--- config.mk ---
export PLATFORM = sky130hd
export DESIGN_NAME = hazard_forward_ctrl
export DESIGN_NICKNAME = d
export VERILOG_FILES = /design/src/rtl/hazard_pkg.sv /design/src/rtl/fwd_src_sel.sv /design/src/rtl/hazard_forward_ctrl.sv
export SDC_FILE = /design/constraint.sdc
export NUM_CORES = 1
export LEC_CHECK = 0
export CORE_ASPECT_RATIO = 1.25
export CORE_UTILIZATION = 26
export DETAILED_ROUTE_END_ITERATION = 10
export HOLD_SLACK_MARGIN = 0.05
export PLACE_DENSITY_LB_ADDON = 0.12
export SLEW_MARGIN = 10
export SYNTH_ARGS = -nofsm -noshare
export SYNTH_HDL_FRONTEND = slang
export SYNTH_SLANG_ARGS = --single-unit
--- constraint.sdc ---
create_clock -name Clk -period 1.78 [get_ports Clk]
set_clock_uncertainty 0.1 [all_clocks]
set_input_delay 0.356 -clock Clk [delete_from_list [all_inputs] [get_ports Clk]]
set_output_delay 0.356 -clock Clk [all_outputs]
set_load 0.01 [all_outputs]
--- src/rtl/hazard_pkg.sv ---
// Shared types and constants for the forwarding / load-use hazard controller.
// Provides the stall FSM state enum, the zero-register id and select-width helper.
package hazard_pkg;

    typedef enum logic {
        IDLE  = 1'b0,
        STALL = 1'b1
    } hz_state_t;

    localparam int REG_ZERO    = 0;
    localparam int SEL_REGFILE = 0;

    // Width of one bypass select field for n forwarding stages.
    // Value 0 means regfile, so there are n+1 codes.
    function automatic int sel_w(input int n);
        return $clog2(n + 1);
    endfunction

endpackage

--- src/rtl/fwd_src_sel.sv ---
// Priority bypass select for one EX operand over NUM_FWD later stages.
// Ports: src (operand reg), fwd_dst/fwd_we (stage dests and RegWrite), sel (0 = regfile, k+1 = stage k).
module fwd_src_sel
    import hazard_pkg::*;
#(
    parameter int NUM_FWD = 2,
    parameter int REG_AW  = 5,
    parameter int SEL_W   = 2
) (
    input  logic [REG_AW-1:0]         src,
    input  logic [NUM_FWD*REG_AW-1:0] fwd_dst,
    input  logic [NUM_FWD-1:0]        fwd_we,
    output logic [SEL_W-1:0]          sel
);

    // Walk oldest to youngest so the youngest match is the last write.
    always_comb begin
        sel = SEL_W'(SEL_REGFILE);
        for (int k = NUM_FWD - 1; k >= 0; k--) begin
            if (fwd_we[k] &&
                fwd_dst[k*REG_AW +: REG_AW] != REG_AW'(REG_ZERO) &&
                fwd_dst[k*REG_AW +: REG_AW] == src) begin
                sel = SEL_W'(k + 1);
            end
        end
    end

endmodule

--- src/rtl/hazard_forward_ctrl.sv ---
// Forwarding select for NUM_SRC EX operands plus load-use stall FSM (LOAD_LAT cycles).
// Ports: Clk, Reset (async high); src_ex_i/fwd_dst_i/fwd_we_i -> fwd_sel_o;
//   src_id_i, id_valid_i, ex_load_i, ex_we_i, ex_dst_i, flush_i -> stall_o, bubble_o.
// Optional HAZARD_STATS_EN adds fwd_cnt_o and stall_cnt_o saturating event counters.
module hazard_forward_ctrl
    import hazard_pkg::*;
#(
    parameter int NUM_SRC  = 2,
    parameter int NUM_FWD  = 2,
    parameter int REG_AW   = 5,
    parameter int LOAD_LAT = 1,
    parameter int SEL_W    = sel_w(NUM_FWD)
) (
    input  logic                      Clk,
    input  logic                      Reset,
    input  logic [NUM_SRC*REG_AW-1:0] src_ex_i,
    input  logic [NUM_FWD*REG_AW-1:0] fwd_dst_i,
    input  logic [NUM_FWD-1:0]        fwd_we_i,
    output logic [NUM_SRC*SEL_W-1:0]  fwd_sel_o,
    input  logic [NUM_SRC*REG_AW-1:0] src_id_i,
    input  logic                      id_valid_i,
    input  logic                      ex_load_i,
    input  logic                      ex_we_i,
    input  logic [REG_AW-1:0]         ex_dst_i,
    input  logic                      flush_i,
    output logic                      stall_o,
`ifdef HAZARD_STATS_EN
    output logic [31:0]               fwd_cnt_o,
    output logic [31:0]               stall_cnt_o,
`endif
    output logic                      bubble_o
);

    localparam int CNT_W = $clog2(LOAD_LAT + 1);

    hz_state_t        state, state_n;
    logic [CNT_W-1:0] cnt, cnt_n;
    logic             src_hit;
    logic             detect;
    logic             stall_raw;

    for (genvar i = 0; i < NUM_SRC; i++) begin : g_src
        fwd_src_sel #(
            .NUM_FWD (NUM_FWD),
            .REG_AW  (REG_AW),
            .SEL_W   (SEL_W)
        ) u_sel (
            .src     (src_ex_i[i*REG_AW +: REG_AW]),
            .fwd_dst (fwd_dst_i),
            .fwd_we  (fwd_we_i),
            .sel     (fwd_sel_o[i*SEL_W +: SEL_W])
        );
    end

    always_comb begin
        src_hit = 1'b0;
        for (int i = 0; i < NUM_SRC; i++) begin
            if (src_id_i[i*REG_AW +: REG_AW] == ex_dst_i) begin
                src_hit = 1'b1;
            end
        end
    end

    assign detect = id_valid_i & ex_load_i & ex_we_i &
                    (ex_dst_i != REG_AW'(REG_ZERO)) & src_hit;

    always_ff @(posedge Clk or posedge Reset) begin
        if (Reset) begin
            state <= IDLE;
            cnt   <= '0;
        end else begin
            state <= state_n;
            cnt   <= cnt_n;
        end
    end

    // First stall cycle comes straight from detect; STALL covers the rest.
    always_comb begin
        state_n   = state;
        cnt_n     = cnt;
        stall_raw = 1'b0;
        if (flush_i) begin
            state_n = IDLE;
            cnt_n   = '0;
        end else begin
            unique case (state)
                IDLE: begin
                    if (detect) begin
                        stall_raw = 1'b1;
                        if (LOAD_LAT > 1) begin
                            state_n = STALL;
                            cnt_n   = CNT_W'(LOAD_LAT - 1);
                        end
                    end
                end
                STALL: begin
                    stall_raw = 1'b1;
                    cnt_n     = cnt - CNT_W'(1);
                    if (cnt == CNT_W'(1)) begin
                        state_n = IDLE;
                    end
                end
                default: begin
                    state_n = IDLE;
                    cnt_n   = '0;
                end
            endcase
        end
    end

    // Reset masks a combinational detect that would otherwise leak out.
    assign stall_o  = stall_raw & ~Reset;
    assign bubble_o = stall_raw & ~Reset;

`ifdef HAZARD_STATS_EN
    logic any_fwd;

    assign any_fwd = |fwd_sel_o;

    always_ff @(posedge Clk or posedge Reset) begin
        if (Reset) begin
            fwd_cnt_o   <= '0;
            stall_cnt_o <= '0;
        end else begin
            if (any_fwd && fwd_cnt_o != 32'hFFFF_FFFF) begin
                fwd_cnt_o <= fwd_cnt_o + 32'd1;
            end
            if (stall_o && stall_cnt_o != 32'hFFFF_FFFF) begin
                stall_cnt_o <= stall_cnt_o + 32'd1;
            end
        end
    end
`endif

endmodule

**After elaboration in Yosys (flattened, before gate mapping)**

Index checks and enable logic that the tools add are counted.

- Equal/unequal tests: 6
- Reductions and logical operators: 10
- Mux-type cells: 14
- Add/sub/neg operators: 1
- Bitwise operators: 7

Operators with widths:

| cell | number |
|---|---|
| $eq 5x5->1 | 6 |
| $reduce_bool 5->1 | 3 |
| $mux 1 | 9 |
| $mux 2 | 4 |
| $logic_and 1x1->1 | 6 |
| $and 1x1->1 | 5 |
| $not 1->1 | 2 |
| $pmux 1 s2 | 1 |
| $reduce_bool 2->1 | 1 |
| $sub 1x1->1 const B | 1 |

- Word-level logic and storage cells: 40
- Bits in registers: 2
- Bits of input ports: 43
- Output and inout bits: 6

**Depth between registers and ports, before layout**

Gate-level depths: netlist of the first run.

- Depth after elaboration: 8
- Gate-level depth with buffers: 5
- Gate-level depth less buffers: 4

**Hierarchy**

From an unflattened synthesis of the first run, not the netlist that was laid out.

- Cell total of the unflattened synthesis: 68
- Area total of the unflattened synthesis: 528.0 µm²

Modules (own cells, without submodules):

| module | seq. area each (µm²) | area each (µm²) | instances | cells an instance |
|---|---|---|---|---|
| fwd_src_sel | 0.0 | 151.4 | 2 | 20 |
| hazard_forward_ctrl | 50.0 | 225.2 | 1 | 28 |

**Worst setup path before layout of the first run**

OpenSTA, ideal clock, no wires.

- Path kind: input to output
- Start: in fwd_dst_i[4]
- End: out fwd_sel_o[1]
- Stages: 4
- Path buffers: 0
- Path slack: -176 ps
- Required time: 1,324 ps
- Arrival time: 1,500 ps
- Path through: or4_1 > o21ai_2 > nor4_1 > nor4_2

- Longest elaborated chain between the ends: 4
- Elaborated cells on any way between the ends: 5
- Classes of those cells: 1 x eq/ne; 1 x mux; 3 x reduce/logical

Ends and longest elaborated chain:

| item | RTL line | RTL |
|---|---|---|
| start, declared | hazard_forward_ctrl.sv:17 | `input logic [NUM_FWD*REG_AW-1:0] fwd_dst_i,` |
| $reduce_bool 5->1 | fwd_src_sel.sv:21 | `fwd_dst[k*REG_AW +: REG_AW] != REG_AW'(REG_ZERO) &&` |
| $logic_and 1x1->1 | fwd_src_sel.sv:20 | `if (fwd_we[k] &&` |
| $logic_and 1x1->1 (*) | fwd_src_sel.sv:21 |  |
| $mux 2 (*) | fwd_src_sel.sv:20 |  |
| end, declared | hazard_forward_ctrl.sv:19 | `output logic [NUM_SRC*SEL_W-1:0] fwd_sel_o,` |

Mark *: on every way between the ends. The rest lies on a longest branch, timed or not.

**Worst setup path after layout of the first run**

- Start: in fwd_dst_i[4]
- End: out fwd_sel_o[3]

Same word-level chain as after synthesis.

==> results of run 1 <==
-- worst max-delay path: cells and delay by family --
| kind | cells | cell delay (ns) |
|---|---|---|
| AND/OR/NAND/NOR | 3 | 0.70 |
| AO/OA/AOI/OAI | 1 | 0.15 |
| buffers and inverters | 3 | 0.39 |
-- routing by layer --
metal	vias up	track usage (%)
li1	346	-
met1	322	17.84
met2	33	38.54
met3	0	4.425
met4	0	5.000
met5	-	0
-- sequential cells by signal, indices dropped and copies added, names as in the netlist --
name	cells
cnt	1
state	1
-- cell families after synthesis --
family	count (synthesis)
flip-flops	2
buffers and inverters	2
AND/OR/NAND/NOR	20
XOR/XNOR	31
AO/OA/AOI/OAI	5
-- final timing paths --
| kind | endpoint | slack, ns | start |
|---|---|---|---|
| min reg2reg | state | 0.35 | cnt |
| min | state | 0.35 | cnt |
| max reg2reg | cnt | 0.96 | cnt |
| min in group asynchronous | state | 0.62 | Reset |
| max | fwd_sel_o[3] | -0.27 | fwd_dst_i[4] |
| max in group asynchronous | cnt | 0.85 | Reset |
-- cell type report --
type	count	area (um^2)	share of cell area, %
Timing Repair Buffer	65	530.5	43.80
Inverter	1	3.754	0.3099
Multi-Input combinational cell	56	580.6	47.93
Tap cell	19	23.77	1.963
Sequential cell	2	50.05	4.132
Clock buffer	3	22.52	1.860
-- power breakdown --
group                     switching [W]  internal, W
clock                         0.0000236    0.0000742
sequential     0.0000000000000000000360    0.0000458
combinational                  0.000105     0.000143
-- stage by stage --
step | instance area [um^2] | hold slack, ns | total power (W) | util [%]
global route | 1211 | 0.3486 | 0.0004179 | 68.60
floorplan | 516.7 | -0.002815 | 0.0001241 | -
global placement | 1111 | 0.3344 | 0.0002721 | 62.93
CTS | 1161 | 0.3498 | 0.0003762 | 65.77
finish | 1211 | 0.3472 | 0.0003918 | 68.60
detailed placement | 1111 | 0.3520 | 0.0002758 | 62.93
-- layout by cell type, fill, tap and decap left out --
cell and instances:
clkbuf_4 3, buf_6 5, nand2_1 2, buf_2 14
inv_1 1, o22ai_2 1, buf_8 2, xnor2_1 12
xor2_1 13, dlymetal6s2s_1 5, clkdlybuf4s15_2 1, nand3_1 2
nor3_2 1, a22o_1 1, nand3_2 2, clkbuf_2 7
dfrtp_1 2, clkdlybuf4s15_1 10, nor2_1 2, nor4_4 4
xor2_2 1, nor3b_1 1, o21ai_4 2, nor2_2 1
xnor2_2 5, buf_4 16, nand4_1 1, dlygate4sd2_1 4
or4_4 4, dlygate4sd3_1 1, a21oi_1 1
-- what timing repair did --
item	CTS	global route
buffers inserted	2	1
endpoints found under the setup margin	6	6
hold buffers	1	0
gates cloned	0	0
hold endpoints to repair	2	0
resized for setup	122	50
pin swaps	26	25
==> metrics.cfg, run 1 <==
[outcome]
status=finished, violations left
violations=negative setup slack

[timing]
rsz0062_at_grt=true
setup_viol=4
hold_viol=0
drv_slew=0
slew_headroom_pct=78.64
final.min_clock_period_ns=2.055
setup_tns_ns=-0.7919
tightest_slew_ns=0.3181
finalCritPeriodShare_pct=115.4
max_freq_mhz=486.7
worst_slack_ns=-0.2747

[placed_design]
gp_congestion=0.6075
hpwl_um=1518
dp_slack_ns=-1.124
dp.cells=139
io_buffers=48

[finish]
drive_gt1_share_pct=54.33
nets=172
area_growth_pct=146.3
final_cells=146
n_antenna_cell=0
nFillCells=155

[die]
core_um2=1765
dieHeight_um=50.62
die_x_um=40.90
die_area_um2=2070
initial_core_util_pct=27.85
rows=17
io_pins=49

[detailed_routing]
ant_nets=0
detail_route.vias_per_cell=4.801
drt-met1-wl_um=609
drc=0
drtIter0Drc=0
wl_met3_um=152
num_vias=701
routed_wl_um=1910
wl_met2_um=1148
drtPass1Iterations=1
routedWlPerCell_um=13.08
top_layer=met3

[clocking]
cts_buffers=3
cts_num_sinks=2
cts_root_buf=clkbuf_4
clkTransAtPathRegs_ns=0.03
cts_tree=done
clock_path_buffers=2
htreeDepth=1
clkLatencyLatePin_ns=0.22

[power_and_ir_drop]
p_leak_nw=0.5788
ir_drop_v=0.0003611
power.density_nw_per_um2=323.5

[synth]
synthArstFlopShare_pct=100.0
ys_warn_count=0
synth_compound_area_share_pct=6.870
syn_inst=60
yosys.area_share.xor_xnor_pct=55.22
synth-simple-area-share_pct=25.45
muxShareOfSynthArea_pct=0
ys.flop_type=dfrtp_1
synth_top_area_cell=xnor2_1
ys_ff_latch=2
ys_types=19
synth_area_um2=491.7
ys_seq_area_share_pct=10.18
synth.top_cells.by_count=xnor2_1, xor2_1, nand3_1, or4_1, nor2_1
syn-num-nets=103
synth_area_leaders=xnor2_1, xor2_1, dfrtp_1
synth.top_cell.area_share_pct=30.28
synth_area_per_cell_um2=8.195
synth_top_family_by_area=XOR/XNOR gates
synth-edff-count=0
synth-adder-area-share_pct=0
post-synth-top-count-cell=xnor2_1

[global_routing]
grt_max_degree=4
antenna_found_initial=0
grt.total_usage_pct=19.61
grt_pass1_wl_um=2842
grt_pass1_vias=724
overflow=0

[worst_setup_path]
start_kind=input port
end_kind=output port
worst_path_most_repeated_cell=nor4_4
ff2ff_path_depth=2
crit_path_cell_trace=buf_8 -> or4_4 -> o21ai_4 -> buf_4 -> nor4_4 -> nor4_4 -> buf_2
crit_fanout=2
worstPathRequired_ns=1.32
crit_type=input port to output port
slowest_delay_ns=0.53
cpMaxStageDelayCell=or4_4
cp.arrival_ns=1.60

[hold_path]
hold_depth=1
hp-class=flop to flop

[run]
cap_violations=0

Note: power is estimated with default switching activity, not from simulation.
==> run 2, diff against run 1 <==
--- a/config.mk
+++ b/config.mk
@@ -5,12 +5,11 @@
 export SDC_FILE = /design/constraint.sdc
 export NUM_CORES = 1
 export LEC_CHECK = 0
-export CORE_ASPECT_RATIO = 1.25
-export CORE_UTILIZATION = 26
+export CORE_UTILIZATION = 31
 export DETAILED_ROUTE_END_ITERATION = 10
 export HOLD_SLACK_MARGIN = 0.05
 export PLACE_DENSITY_LB_ADDON = 0.12
-export SLEW_MARGIN = 10
+export SLEW_MARGIN = 20
 export SYNTH_ARGS = -nofsm -noshare
 export SYNTH_HDL_FRONTEND = slang
 export SYNTH_SLANG_ARGS = --single-unit
==> constraint.sdc (replaced) <==
create_clock -name Clk -period 2.4 [get_ports Clk]
set_clock_uncertainty 0.1 [all_clocks]
set_input_delay 0.48 -clock Clk [delete_from_list [all_inputs] [get_ports Clk]]
set_output_delay 0.48 -clock Clk [all_outputs]
set_load 0.01 [all_outputs]
==> metrics.cfg, run 2 (synthesis results as in run 1) <==
[worst_setup_path]
end_kind=output port
start_kind=input port
r2r_end=cnt
crit_fanout=2
cp.arrival_ns=1.88
crit_type=input port to output port
worstPathRequired_ns=1.82
r2r_setup_slack_ns=1.58
ff2ff_path_depth=2
crit-reg2reg-launch=cnt

[global_routing]
antenna_found_initial=0
grt_pass1_wl_um=3249
grt_max_degree=4
grt.total_usage_pct=24.95
grt_pass1_vias=763
overflow=0

[timing]
final.min_clock_period_ns=2.462
finalCritPeriodShare_pct=102.6
setup_viol=1
rsz0062_at_grt=true
tightest_slew_ns=0.2980
hold_viol=0
max_freq_mhz=406.2
worst_slack_ns=-0.06175
setup_tns_ns=-0.06175
slew_headroom_pct=80.07
drv_slew=0

[clocking]
cts_buffers=3
cts_tree=done
htreeDepth=1
cts_num_sinks=2
clock_path_buffers=2
clkTransAtPathRegs_ns=0.03
cts_root_buf=clkbuf_4
clkLatencyLatePin_ns=0.24

[detailed_routing]
drc=0
drtIter0Drc=8
num_vias=715
routed_wl_um=1959
routedWlPerCell_um=13.70
detail_route.vias_per_cell=5.000
drtPass1Iterations=4
ant_nets=0

[hold_path]
hold_depth=1
hp-class=flop to flop
hold_end=state
hold_start=cnt

[finish]
area_growth_pct=139.9
fin_area_um2=1180
nets=172
largest_registers=cnt (1), state (1)
layout_commonest_cell=clkdlybuf4s50_1
layout_common_cells=clkdlybuf4s50_1, xnor2_1, buf_4
drive_gt1_share_pct=33.07
n_antenna_cell=0

[die]
rows=14
core_um2=1489
die_x_um=41.83
die_area_um2=1749
io_pins=49
initial_core_util_pct=33.03
dieHeight_um=41.83

[power_and_ir_drop]
p_int_w=0.0001959
seq_power_share_pct=11.6
netSwitchingPower_w=0.00009613
clock_power_share_pct=27.9
ir_drop_v=0.0001412
swShare_pct=32.92
p_leak_nw=0.5178
combPwrFrac_pct=60.5
power.density_nw_per_um2=247.5

[outcome]
violations=negative setup slack
status=finished, violations left

[placed_design]
gp_congestion=0.7667
hpwl_um=1634
io_buffers=48
place_area_um2=1105

[run]
cap_violations=0

run 2: cell types whose count changed in the layout (fill, tap and decap cells not counted), moves of 5 or more:
cell and delta:
dlygate4sd2_1 +6, clkdlybuf4s50_1 +19, xnor2_2 -5, buf_2 -9, xnor2_1 +5, clkbuf_2 -5
run 2: final cells by class:
cell class | instances | area [um^2]
clock buffers | 3 | 22.52
fillers | 117 | 309.0
inverters | 1 | 3.754
multi-input cells | 56 | 500.5
flip-flops and latches | 2 | 50.05
well taps | 16 | 20.02
repair buffers | 65 | 583.1
run 2: worst max-delay path by stage:
stage                            start      endpoint  slack, ns
final                     fwd_dst_i[2]  fwd_sel_o[1]      -0.06
after global routing      fwd_dst_i[2]  fwd_sel_o[1]      -0.09
after CTS                 fwd_dst_i[1]  fwd_sel_o[1]      -0.14
after detailed placement  fwd_dst_i[4]  fwd_sel_o[1]      -0.75
after global placement    fwd_dst_i[4]  fwd_sel_o[1]      -0.69
after floorplan           fwd_dst_i[4]  fwd_sel_o[1]       0.20
run 2: power groups by stage:
stage / combinational, W / clock, W / sequential, W
final: 0.000177 / 0.0000815 / 0.0000339
after global routing: 0.000190 / 0.0000903 / 0.0000339
after CTS: 0.000174 / 0.0000847 / 0.0000340
after detailed placement: 0.000170 / 0 / 0.0000343
after global placement: 0.000165 / 0 / 0.0000343
after floorplan: 0.0000512 / 0 / 0.0000343
run 2: per-layer routing:
metal  up-vias  wire length, um  global-route usage, %
met2        40             1080                  46.88
met4         0               91                  14.84
met5         -                0                      0
met1       321              681                  25.07
met3        10              106                  4.348
li1        344                -                      -
run 2: stage by stage:
step           worst slack [ns]  hold slack (ns)   power (W)  instances  util, %
2_1_floorplan            0.1962           0.1212  0.00008553         60        -
3_3_place_gp            -0.6877           0.3355   0.0001998        139    74.20
3_5_place_dp            -0.7528           0.3411   0.0002043        139    74.20
4_1_cts                 -0.1429           0.3438   0.0002926        143    77.65
5_1_grt                -0.08948           0.3675   0.0003144        143    79.24
6_report               -0.06175           0.3512   0.0002920        143    79.24
run 2: repair_timing:
action / in CTS / in global routing
gates resized for setup: 59 / 17
setup endpoints to repair: 6 / 6
hold buffers: 0 / 0
pin swaps: 9 / 9
buffers inserted: 1 / 0
run 2: critical path, cell delays in order:
cell     delay [ns]
buf_6          0.09
or4_4          0.53
o21ai_4        0.18
buf_6          0.12
nor4_4         0.04
nor4_2         0.26
buf_2          0.17
